File: config.mk
export PLATFORM = sky130hd
export DESIGN_NAME = mem_bus_arbiter_flat
export DESIGN_NICKNAME = d
export VERILOG_FILES = /design/src/rtl/mem_bus_arbiter_if.sv /design/src/rtl/mem_bus_arbiter.sv /design/src/flat_wrapper.sv
export SDC_FILE = /design/constraint.sdc
export NUM_CORES = 1
export LEC_CHECK = 0
export ABC_AREA = 1
export CAP_MARGIN = 20
export CORE_AREA = 2 2 159 161
export CTS_CLUSTER_DIAMETER = 60
export CTS_CLUSTER_SIZE = 14
export DETAILED_ROUTE_END_ITERATION = 7
export DIE_AREA = 0 0 161 163
export PLACE_DENSITY = 0.56
export SKIP_LAST_GASP = 1
export SLEW_MARGIN = 20
export SYNTH_ARGS = -nofsm -noshare
export SYNTH_HDL_FRONTEND = slang
export SYNTH_SLANG_ARGS = --single-unit
File: constraint.sdc
create_clock -name clock -period 2 [get_ports clock]
set_clock_uncertainty 0.15 [all_clocks]
set_input_delay 0.2 -clock clock [delete_from_list [all_inputs] [get_ports clock]]
set_output_delay 0.2 -clock clock [all_outputs]
set_load 0.1 [all_outputs]
File: src/rtl/mem_bus_arbiter_if.sv
// Purpose: bundles both master ports, the shared slave port and arbiter status
//          of mem_bus_arbiter into one interface.
// Ports (signals):
//   m0_*/m1_* : read (ren/raddr -> rvalid/rdata) and write (wen/waddr/wdata/wstrb
//               -> wready) handshakes per master, plus err on timeout completion
//   s_*       : single-outstanding slave read/write bus
//   busy/owner: transaction in flight, current or last grantee
// Modports: slave  = arbiter view (masters' requests in, slave requests out)
//           master = environment view (drives requests and slave responses)
interface mem_bus_arbiter_if #(
  parameter int unsigned ADDR_W = 32,
  parameter int unsigned DATA_W = 32
);
  localparam int unsigned STRB_W = DATA_W / 8;

  logic              m0_ren;
  logic [ADDR_W-1:0] m0_raddr;
  logic              m0_rvalid;
  logic [DATA_W-1:0] m0_rdata;
  logic              m0_wen;
  logic [ADDR_W-1:0] m0_waddr;
  logic [DATA_W-1:0] m0_wdata;
  logic [STRB_W-1:0] m0_wstrb;
  logic              m0_wready;
  logic              m0_err;

  logic              m1_ren;
  logic [ADDR_W-1:0] m1_raddr;
  logic              m1_rvalid;
  logic [DATA_W-1:0] m1_rdata;
  logic              m1_wen;
  logic [ADDR_W-1:0] m1_waddr;
  logic [DATA_W-1:0] m1_wdata;
  logic [STRB_W-1:0] m1_wstrb;
  logic              m1_wready;
  logic              m1_err;

  logic              s_ren;
  logic [ADDR_W-1:0] s_raddr;
  logic              s_rvalid;
  logic [DATA_W-1:0] s_rdata;
  logic              s_wen;
  logic [ADDR_W-1:0] s_waddr;
  logic [DATA_W-1:0] s_wdata;
  logic [STRB_W-1:0] s_wstrb;
  logic              s_wready;

  logic              busy;
  logic              owner;

  modport slave (
    input  m0_ren, m0_raddr, m0_wen, m0_waddr, m0_wdata, m0_wstrb,
    output m0_rvalid, m0_rdata, m0_wready, m0_err,
    input  m1_ren, m1_raddr, m1_wen, m1_waddr, m1_wdata, m1_wstrb,
    output m1_rvalid, m1_rdata, m1_wready, m1_err,
    output s_ren, s_raddr, s_wen, s_waddr, s_wdata, s_wstrb,
    input  s_rvalid, s_rdata, s_wready,
    output busy, owner
  );

  modport master (
    output m0_ren, m0_raddr, m0_wen, m0_waddr, m0_wdata, m0_wstrb,
    input  m0_rvalid, m0_rdata, m0_wready, m0_err,
    output m1_ren, m1_raddr, m1_wen, m1_waddr, m1_wdata, m1_wstrb,
    input  m1_rvalid, m1_rdata, m1_wready, m1_err,
    input  s_ren, s_raddr, s_wen, s_waddr, s_wdata, s_wstrb,
    output s_rvalid, s_rdata, s_wready,
    input  busy, owner
  );
endinterface

File: src/rtl/mem_bus_arbiter.sv
// Purpose: round-robin arbiter sharing one single-outstanding memory bus between
//          m0 (core data port) and m1 (debug/loader), grant locked per
//          transaction, with a timeout that completes hung accesses with err=1.
// Ports:
//   clock  : system clock
//   resetn : asynchronous active-low reset
//   bus    : mem_bus_arbiter_if.slave (master handshakes, slave bus, busy/owner)
module mem_bus_arbiter #(
  parameter int unsigned ADDR_W         = 32,
  parameter int unsigned DATA_W         = 32,
  parameter int unsigned TIMEOUT_CYCLES = 1024,
  parameter int unsigned CNT_W          = 11
) (
  input logic                clock,
  input logic                resetn,
  mem_bus_arbiter_if.slave   bus
);
  localparam int unsigned STRB_W = DATA_W / 8;

  typedef enum logic [1:0] {
    S_IDLE = 2'd0,
    S_RD   = 2'd1,
    S_WR   = 2'd2
  } state_t;

  state_t            r_state;
  state_t            w_state_nxt;
  logic              r_owner;
  logic              w_owner_nxt;
  logic              r_last_owner;
  logic              w_last_owner_nxt;
  logic [CNT_W-1:0]  r_cnt;
  logic [CNT_W-1:0]  w_cnt_nxt;

  logic              w_req0;
  logic              w_req1;
  logic              w_grant;
  logic              w_timeout;
  logic              w_rd_done;
  logic              w_wr_done;
  logic              w_err;
  logic [DATA_W-1:0] w_rdata;

  // Timeout fires on the last allowed busy cycle; a zero setting disables it.
  assign w_timeout = (TIMEOUT_CYCLES != 0) &&
                     (r_cnt == CNT_W'(TIMEOUT_CYCLES - 1));

  // State register.
  always_ff @(posedge clock or negedge resetn) begin
    if (!resetn) begin
      r_state      <= S_IDLE;
      r_owner      <= 1'b0;
      r_last_owner <= 1'b1;
      r_cnt        <= '0;
    end else begin
      r_state      <= w_state_nxt;
      r_owner      <= w_owner_nxt;
      r_last_owner <= w_last_owner_nxt;
      r_cnt        <= w_cnt_nxt;
    end
  end

  // Arbitration, slave request mux and completion routing.
  always_comb begin
    w_state_nxt      = r_state;
    w_owner_nxt      = r_owner;
    w_last_owner_nxt = r_last_owner;
    w_cnt_nxt        = r_cnt;
    w_req0           = bus.m0_ren | bus.m0_wen;
    w_req1           = bus.m1_ren | bus.m1_wen;
    w_grant          = 1'b0;
    w_rd_done        = 1'b0;
    w_wr_done        = 1'b0;
    w_err            = 1'b0;
    w_rdata          = '0;
    bus.s_ren        = 1'b0;
    bus.s_raddr      = '0;
    bus.s_wen        = 1'b0;
    bus.s_waddr      = '0;
    bus.s_wdata      = '0;
    bus.s_wstrb      = '0;

    case (r_state)
      S_IDLE: begin
        if (w_req0 || w_req1) begin
          // Tie goes to whoever did not win last time.
          w_grant          = (w_req0 && w_req1) ? ~r_last_owner : w_req1;
          w_owner_nxt      = w_grant;
          w_last_owner_nxt = w_grant;
          w_cnt_nxt        = '0;
          // Read has priority when a master raises ren and wen together.
          w_state_nxt      = (w_grant ? bus.m1_ren : bus.m0_ren) ? S_RD : S_WR;
        end
      end
      S_RD: begin
        bus.s_ren   = 1'b1;
        bus.s_raddr = ADDR_W'(r_owner ? bus.m1_raddr : bus.m0_raddr);
        w_cnt_nxt   = r_cnt + CNT_W'(1);
        if (bus.s_rvalid) begin
          w_rd_done   = 1'b1;
          w_rdata     = DATA_W'(bus.s_rdata);
          w_state_nxt = S_IDLE;
        end else if (w_timeout) begin
          w_rd_done   = 1'b1;
          w_err       = 1'b1;
          w_state_nxt = S_IDLE;
        end
      end
      S_WR: begin
        bus.s_wen   = 1'b1;
        bus.s_waddr = ADDR_W'(r_owner ? bus.m1_waddr : bus.m0_waddr);
        bus.s_wdata = DATA_W'(r_owner ? bus.m1_wdata : bus.m0_wdata);
        bus.s_wstrb = STRB_W'(r_owner ? bus.m1_wstrb : bus.m0_wstrb);
        w_cnt_nxt   = r_cnt + CNT_W'(1);
        if (bus.s_wready) begin
          w_wr_done   = 1'b1;
          w_state_nxt = S_IDLE;
        end else if (w_timeout) begin
          w_wr_done   = 1'b1;
          w_err       = 1'b1;
          w_state_nxt = S_IDLE;
        end
      end
      default: w_state_nxt = S_IDLE;
    endcase

    // Completions go to the owner only; the other master sees zeros.
    bus.m0_rvalid = w_rd_done & ~r_owner;
    bus.m1_rvalid = w_rd_done &  r_owner;
    bus.m0_rdata  = r_owner ? '0 : w_rdata;
    bus.m1_rdata  = r_owner ? w_rdata : '0;
    bus.m0_wready = w_wr_done & ~r_owner;
    bus.m1_wready = w_wr_done &  r_owner;
    bus.m0_err    = w_err & ~r_owner;
    bus.m1_err    = w_err &  r_owner;
    bus.busy      = (r_state != S_IDLE);
    bus.owner     = r_owner;
  end
endmodule

File: src/flat_wrapper.sv
// flat-port wrapper written by rule: the top's interface ports become plain ports
module mem_bus_arbiter_flat 
#(
  parameter int unsigned ADDR_W         = 32,
  parameter int unsigned DATA_W         = 32,
  parameter int unsigned TIMEOUT_CYCLES = 1024,
  parameter int unsigned CNT_W          = 11
)
  (clock, resetn, bus_m0_ren, bus_m0_raddr, bus_m0_wen, bus_m0_waddr, bus_m0_wdata, bus_m0_wstrb, bus_m0_rvalid, bus_m0_rdata, bus_m0_wready, bus_m0_err, bus_m1_ren, bus_m1_raddr, bus_m1_wen, bus_m1_waddr, bus_m1_wdata, bus_m1_wstrb, bus_m1_rvalid, bus_m1_rdata, bus_m1_wready, bus_m1_err, bus_s_ren, bus_s_raddr, bus_s_wen, bus_s_waddr, bus_s_wdata, bus_s_wstrb, bus_s_rvalid, bus_s_rdata, bus_s_wready, bus_busy, bus_owner);
  mem_bus_arbiter_if #(.ADDR_W(ADDR_W), .DATA_W(DATA_W)) bus_i ();
  input logic clock;
  input logic resetn;
  input wire logic [$bits(bus_i.m0_ren)-1:0] bus_m0_ren;
  input wire logic [$bits(bus_i.m0_raddr)-1:0] bus_m0_raddr;
  input wire logic [$bits(bus_i.m0_wen)-1:0] bus_m0_wen;
  input wire logic [$bits(bus_i.m0_waddr)-1:0] bus_m0_waddr;
  input wire logic [$bits(bus_i.m0_wdata)-1:0] bus_m0_wdata;
  input wire logic [$bits(bus_i.m0_wstrb)-1:0] bus_m0_wstrb;
  output wire logic [$bits(bus_i.m0_rvalid)-1:0] bus_m0_rvalid;
  output wire logic [$bits(bus_i.m0_rdata)-1:0] bus_m0_rdata;
  output wire logic [$bits(bus_i.m0_wready)-1:0] bus_m0_wready;
  output wire logic [$bits(bus_i.m0_err)-1:0] bus_m0_err;
  input wire logic [$bits(bus_i.m1_ren)-1:0] bus_m1_ren;
  input wire logic [$bits(bus_i.m1_raddr)-1:0] bus_m1_raddr;
  input wire logic [$bits(bus_i.m1_wen)-1:0] bus_m1_wen;
  input wire logic [$bits(bus_i.m1_waddr)-1:0] bus_m1_waddr;
  input wire logic [$bits(bus_i.m1_wdata)-1:0] bus_m1_wdata;
  input wire logic [$bits(bus_i.m1_wstrb)-1:0] bus_m1_wstrb;
  output wire logic [$bits(bus_i.m1_rvalid)-1:0] bus_m1_rvalid;
  output wire logic [$bits(bus_i.m1_rdata)-1:0] bus_m1_rdata;
  output wire logic [$bits(bus_i.m1_wready)-1:0] bus_m1_wready;
  output wire logic [$bits(bus_i.m1_err)-1:0] bus_m1_err;
  output wire logic [$bits(bus_i.s_ren)-1:0] bus_s_ren;
  output wire logic [$bits(bus_i.s_raddr)-1:0] bus_s_raddr;
  output wire logic [$bits(bus_i.s_wen)-1:0] bus_s_wen;
  output wire logic [$bits(bus_i.s_waddr)-1:0] bus_s_waddr;
  output wire logic [$bits(bus_i.s_wdata)-1:0] bus_s_wdata;
  output wire logic [$bits(bus_i.s_wstrb)-1:0] bus_s_wstrb;
  input wire logic [$bits(bus_i.s_rvalid)-1:0] bus_s_rvalid;
  input wire logic [$bits(bus_i.s_rdata)-1:0] bus_s_rdata;
  input wire logic [$bits(bus_i.s_wready)-1:0] bus_s_wready;
  output wire logic [$bits(bus_i.busy)-1:0] bus_busy;
  output wire logic [$bits(bus_i.owner)-1:0] bus_owner;
  assign bus_i.m0_ren = bus_m0_ren;
  assign bus_i.m0_raddr = bus_m0_raddr;
  assign bus_i.m0_wen = bus_m0_wen;
  assign bus_i.m0_waddr = bus_m0_waddr;
  assign bus_i.m0_wdata = bus_m0_wdata;
  assign bus_i.m0_wstrb = bus_m0_wstrb;
  assign bus_m0_rvalid = bus_i.m0_rvalid;
  assign bus_m0_rdata = bus_i.m0_rdata;
  assign bus_m0_wready = bus_i.m0_wready;
  assign bus_m0_err = bus_i.m0_err;
  assign bus_i.m1_ren = bus_m1_ren;
  assign bus_i.m1_raddr = bus_m1_raddr;
  assign bus_i.m1_wen = bus_m1_wen;
  assign bus_i.m1_waddr = bus_m1_waddr;
  assign bus_i.m1_wdata = bus_m1_wdata;
  assign bus_i.m1_wstrb = bus_m1_wstrb;
  assign bus_m1_rvalid = bus_i.m1_rvalid;
  assign bus_m1_rdata = bus_i.m1_rdata;
  assign bus_m1_wready = bus_i.m1_wready;
  assign bus_m1_err = bus_i.m1_err;
  assign bus_s_ren = bus_i.s_ren;
  assign bus_s_raddr = bus_i.s_raddr;
  assign bus_s_wen = bus_i.s_wen;
  assign bus_s_waddr = bus_i.s_waddr;
  assign bus_s_wdata = bus_i.s_wdata;
  assign bus_s_wstrb = bus_i.s_wstrb;
  assign bus_i.s_rvalid = bus_s_rvalid;
  assign bus_i.s_rdata = bus_s_rdata;
  assign bus_i.s_wready = bus_s_wready;
  assign bus_busy = bus_i.busy;
  assign bus_owner = bus_i.owner;
  mem_bus_arbiter #(.ADDR_W(ADDR_W), .DATA_W(DATA_W), .TIMEOUT_CYCLES(TIMEOUT_CYCLES), .CNT_W(CNT_W)) u_core (.clock(clock), .resetn(resetn), .bus(bus_i));
endmodule
==> metrics, run 1 <==
pin count of the biggest net entering global routing 27; 1st-iter DRT viols 252; Least-Margin Pin Slew 0.3346 ns; Die Wd 161 µm; Worst EP arrival 1.78 ns; Worst VDD drop 0.0009393 V; GR Overflow Total 0; io pins 414; reg2reg end u_core.r_cnt[5]$_DFFE_PN0P_; fmax 0.4702 GHz; worst r2r src u_core.r_state[1]$_DFFE_PN0P_; final setup vio count 139; setup tns final -7.749 ns; row cnt 58; syn nets 841; Reg2Reg Depth 10; Clock transition at path regs 0.05 ns; placed cell count 1340; predominant post-synthesis flop cell dfrtp_1; Finished Layout Cells 1400; Initial Util 12.59%; CTS buffer count 3; failing checks setup timing; critical path type reg -> out; Die H 163 µm; vias post-DR 5907; Syn Inst Count 596; Hold Buf Count CTS 0; Fill cells 2173; CTS max path bufs 2; fin crit share 106.3%; Layout Utilization 52.65%; Post-synth EDFFs 0; Clk Latency, worst-skew pair 0.25 ns; worst slack, placed -0.04385 ns; GRT Resource Usage Total 20.00%; Hold Violations, Final 0; Multi-input gate area 4526 µm²; placer congestion estimate 0.8760; max_cap viols 0; RSZ-0062 raised after global routing yes; outcome finished with violations; Post-Syn Area 3107 µm²; Core Area 24670 µm²; vias per cell 4.219; Sink Count 15; DRT Wirelength 28120 µm; Net count, final 1314; number of global-route vias before repair 6151; power per cell area 1541 nW/µm²; post-DP HPWL 20640 µm; Worst Path Max Fanout 6; first-pass GRT wire length 39920 µm; Syn Area/Cell 5.213 µm²; most frequent cells in the layout 239 x clkdlybuf4s50_1, 193 x buf_12, 108 x nor2_1, 108 x nor2_4, 64 x nor3_4; Worst EP required 1.65 ns; drt drc 0; Final ANT Viol Nets 0; fraction of layout cells with a size suffix above 1 52.81%; Storage cell area 381.6 µm²; leakage 4.863 nW; Slew headroom 77.61%; drt wl/cell 20.08 µm; FF-to-FF setup slack 0.16 ns; yosys warns 0; max-slew violations 0; Min-Delay Path Class in -> async; H-tree levels 1; buffers added on ports 413; initial antenna violation count 1; minimum clock period 2.127 ns; Die ar. 26240 µm²; commonest non-fill, non-tap cell in the layout clkdlybuf4s50_1; TritonCTS clock tree built; area delta synth->final 318.2%; setup ws final -0.1269 ns; drt pass-1 iters 4; Root Buffer clkbuf_16; Unique masters post-synth 27; CP endpoint kind output pin; Seq/Total Area, Yosys 12.12%; synthesis-stage register bit count 15; crit path launch type flip-flop; Power, Total 0.02002 W; Async S/R FF share, synth 100.0%
metrics by stage:
stage,hold slack [ns],cell area (µm²)
6_report,0.1193,12990
3_3_place_gp,0.3332,11800
5_1_grt,0.1587,12990
2_1_floorplan,-0.2456,5425
4_1_cts,0.1344,12520
3_5_place_dp,0.3235,11800
logic make-up (layout without fill, tap and decap cells):
| logic type | count (synthesis) | count (layout) | share of synthesized area [%] |
|---|---|---|---|
| other | 0 | 2 | 0 |
| DFF | 15 | 15 | 12.12 |
| xor gates and xnor gates | 1 | 1 | 0.2820 |
| adders and majority gates | 5 | 5 | 2.014 |
| AOI/OAI and AO/OA | 118 | 118 | 19.17 |
| buffers and inverters | 102 | 573 | 14.90 |
| and+or+nand+nor | 355 | 356 | 51.51 |
flip-flops by register name, indices dropped and copies added (netlist names):
name	cells
u_core.r_last_owner	1
u_core.r_cnt	11
u_core.bus.owner	1
u_core.r_state	2
routing by layer:
metal	routed length, µm	global-route usage, %	vias up
li1	-	-	2888
met1	11690	25.66	2770
met2	14330	35.21	231
met3	1729	4.329	18
met4	362	2.800	0
met5	0	0	-
synth_stat cells (2+ instances only):
cell type | number | share of area [%]
o21ai_1 | 2 | 0.32
ha_1 | 5 | 2.0
inv_1 | 52 | 6.3
clkbuf_1 | 21 | 2.5
nor2_1 | 216 | 26
a21oi_1 | 8 | 1.3
buf_4 | 3 | 0.72
nor3_2 | 27 | 8.7
nor3_1 | 37 | 6.0
o21ai_0 | 106 | 17
nor2_2 | 2 | 0.40
dfrtp_1 | 14 | 11
nand3_1 | 13 | 2.1
buf_2 | 17 | 2.7
nand2_1 | 49 | 5.9
buf_6 | 6 | 2.2
nand4_1 | 8 | 1.6
timing repair:
action,4_1_cts,5_1_grt
gates cloned,11,7
endpoints found under the setup margin,169,167
resized for setup,65,59
pin swaps,19,26
buffers inserted,23,14
worst max-delay path, stage by stage (launching register included):
cell and delay (ns):
dfrtp_1 0.39, inv_2 0.10, ha_4 0.18, buf_12 0.12
buf_4 0.19, o21ai_0 0.10, buf_4 0.15, nor2_4 0.10
buf_12 0.18
where the power goes:
group	total (W)	internal (W)	switching (W)
Clock	0.000407	0.000268	0.000139
Combinational	0.0192	0.00711	0.0121
Sequential	0.000438	0.000378	0.0000596
how the worst max path moves through the flow:
| stage | cells after the start | endpoint | slack, ns | start |
|---|---|---|---|---|
| floorplan | 6 | bus_m0_rdata[0] | -0.43 | u_core.r_state[1]$_DFFE_PN0P_ |
| global placement | 7 | bus_m0_err | -0.02 | u_core.r_state[0]$_DFFE_PN0P_ |
| detailed placement | 7 | bus_m0_err | -0.04 | u_core.r_state[0]$_DFFE_PN0P_ |
| CTS | 7 | bus_m0_rdata[7] | -0.12 | u_core.r_state[1]$_DFFE_PN0P_ |
| global route | 8 | bus_s_raddr[23] | -0.19 | u_core.r_state[1]$_DFFE_PN0P_ |
| finish | 8 | bus_s_raddr[23] | -0.13 | u_core.r_state[1]$_DFFE_PN0P_ |
layout make-up:
type | instances | area share [%]
diodes | 2 | 0.03852
clock buffers | 3 | 0.5779
clock inverters | 1 | 0.03852
inverters | 54 | 1.685
multi-input cells | 480 | 34.84
flip-flops and latches | 15 | 2.937
well taps | 330 | 3.178
repair buffers | 512 | 56.37
repair inverters | 3 | 0.3371
Note: power is estimated with default switching activity, not from simulation.
==> run 2, diff against run 1 <==
--- a/config.mk
+++ b/config.mk
@@ -7,12 +7,12 @@
 export LEC_CHECK = 0
 export ABC_AREA = 1
 export CAP_MARGIN = 20
-export CORE_AREA = 2 2 159 161
+export CORE_AREA = 2 2 163 165
 export CTS_CLUSTER_DIAMETER = 60
 export CTS_CLUSTER_SIZE = 14
 export DETAILED_ROUTE_END_ITERATION = 7
-export DIE_AREA = 0 0 161 163
-export PLACE_DENSITY = 0.56
+export DIE_AREA = 0 0 165 167
+export PLACE_DENSITY = 0.54
 export SKIP_LAST_GASP = 1
 export SLEW_MARGIN = 20
 export SYNTH_ARGS = -nofsm -noshare
==> constraint.sdc (replaced) <==
create_clock -name clock -period 2.7 [get_ports clock]
set_clock_uncertainty 0.15 [all_clocks]
set_input_delay 0.27 -clock clock [delete_from_list [all_inputs] [get_ports clock]]
set_output_delay 0.27 -clock clock [all_outputs]
set_load 0.1 [all_outputs]
==> run 2 against run 1 <==
- clock-buffer cell count stayed put
- flip-flop and latch count stayed put
- combinational power is 45% lower
- cell count is 5.6% lower
- critical endpoint is now bus_m1_err
- hold slack better by 0.18 ns
- critical path type unchanged
- highest routed layer is now met5
- the flow now finishes without violations
- critical path depth is 1 lower
- via count is 9.4% lower
- core utilization is 12 points lower
- register-to-register slack better by 0.61 ns
- final area is 20% lower
- sequential share of layout area is 0.71 points higher
- total power is 44% lower
==> metrics, run 2 (synthesis gave the netlist of run 1 again) <==
outcome finished, final reports clean; placer congestion estimate 0.8111; vias per cell 4.049; max-slew violations 0; Power, Total 0.01124 W; Clock transition at path regs 0.05 ns; TritonCTS clock tree built; minimum clock period 2.493 ns; Net count, final 1232; number of global-route vias before repair 5469; RSZ-0062 raised after global routing no; FF-to-FF setup slack 0.77 ns; placed cell count 1317; io pins 414; CP endpoint kind output pin; GRT Resource Usage Total 14.71%; Min-Delay Path Class in -> async; Hold Buf Count CTS 0; Reg2Reg Depth 8; Worst Path Max Fanout 11; Worst EP required 2.28 ns; Die H 167 µm; Least-Margin Pin Slew 0.7013 ns; vias post-DR 5349; 1st-iter DRT viols 206; critical path type reg -> out; final setup vio count 0; pin count of the biggest net entering global routing 47; most frequent cells in the layout 239 x clkdlybuf4s50_1, 179 x buf_12, 110 x nor2_1; Largest regs u_core.r_cnt x11, u_core.r_state x2; CTS buffer count 3; diodes inserted 0; Die ar. 27560 µm²; Die Wd 165 µm; worst r2r src u_core.r_state[1]$_DFFE_PN0P_; Layout Utilization 40.53%; power per cell area 1077 nW/µm²; # Post-CTS Setup Buffers 0; drt drc 0; Slew headroom 53.10%; Root Buffer clkbuf_16; drt wl/cell 15.84 µm; initial antenna violation count 1; Finished Layout Cells 1321; drt pass-1 iters 6; max_cap viols 0; crit path launch type flip-flop; Worst EP arrival 2.07 ns; area delta synth->final 236.1%; CTS max path bufs 2; Final ANT Viol Nets 0; Worst VDD drop 0.0006784 V; Hold Violations, Final 0; Core Area 25760 µm²; first-pass GRT wire length 31790 µm; post-cts gate resize count 0; H-tree levels 1; Sink Count 15; fmax 0.4011 GHz; Largest register FFs 11; DRT Wirelength 20930 µm; reg2reg end u_core.r_cnt[5]$_DFFE_PN0P_; post-DP HPWL 17660 µm; GR Overflow Total 0; commonest non-fill, non-tap cell in the layout clkdlybuf4s50_1; row cnt 59; fin crit share 92.34%; fraction of layout cells with a size suffix above 1 38.64%; Initial Util 12.06%; Clk Latency, worst-skew pair 0.25 ns; Biggest register u_core.r_cnt; leakage 4.101 nW; buffers added on ports 413; setup tns final 0 ns
[run 2: worst max-delay path: stages (launching register included)]
cell and delay (ns):
dfrtp_1 0.43, inv_1 0.10, ha_1 0.54, inv_1 0.12
a21oi_1 0.13, nand4_1 0.15, nor2_2 0.17, buf_12 0.19
[run 2: per-layer routing]
metal	GRT usage (%)	wire length, µm	up-vias
li1	-	-	2694
met1	16.47	7746	2381
met2	26.79	10570	240
met3	4.981	2119	32
met4	2.949	475	2
met5	0	16	-
[run 2: cell type report]
cell class	count	area, µm²
fill	2527	15320
timing repair buffer	434	6096
multi-input combinational	479	3256
tap	335	419.2
sequential	15	380.4
inverter	54	207.7
clock buffer	3	75.07
clock inverter	1	7.507
[run 2: power breakdown]
part | total (W) | switching (W) | internal [W]
clock network | 0.000296 | 0.0000968 | 0.000200
logic | 0.0106 | 0.00728 | 0.00332
registers | 0.000346 | 0.0000668 | 0.000279
[run 2: how the worst max path moves through the flow]
| stage | from | end | slack (ns) | depth (start not counted) |
|---|---|---|---|---|
| after floorplan | u_core.r_state[0]$_DFFE_PN0P_ | bus_m0_err | -0.06 | 6 |
| after global placement | u_core.r_state[0]$_DFFE_PN0P_ | bus_m1_err | 0.52 | 7 |
| after detailed placement | u_core.r_state[0]$_DFFE_PN0P_ | bus_m1_err | 0.47 | 7 |
| after CTS | u_core.r_state[0]$_DFFE_PN0P_ | bus_m1_err | 0.21 | 7 |
| after global routing | u_core.r_state[0]$_DFFE_PN0P_ | bus_m1_err | 0.04 | 7 |
| final | u_core.r_state[0]$_DFFE_PN0P_ | bus_m1_err | 0.21 | 7 |
[run 2: per-stage QoR]
| stage | setup slack (ns) | cell area (µm²) | hold slack [ns] |
|---|---|---|---|
| 5_1_grt | 0.03789 | 10440 | 0.3392 |
| 3_3_place_gp | 0.5198 | 10360 | 0.3260 |
| 4_1_cts | 0.2108 | 10440 | 0.3147 |
| 6_report | 0.2068 | 10440 | 0.2981 |
| 3_5_place_dp | 0.4688 | 10360 | 0.3486 |
| 2_1_floorplan | -0.06071 | 4093 | -0.1756 |
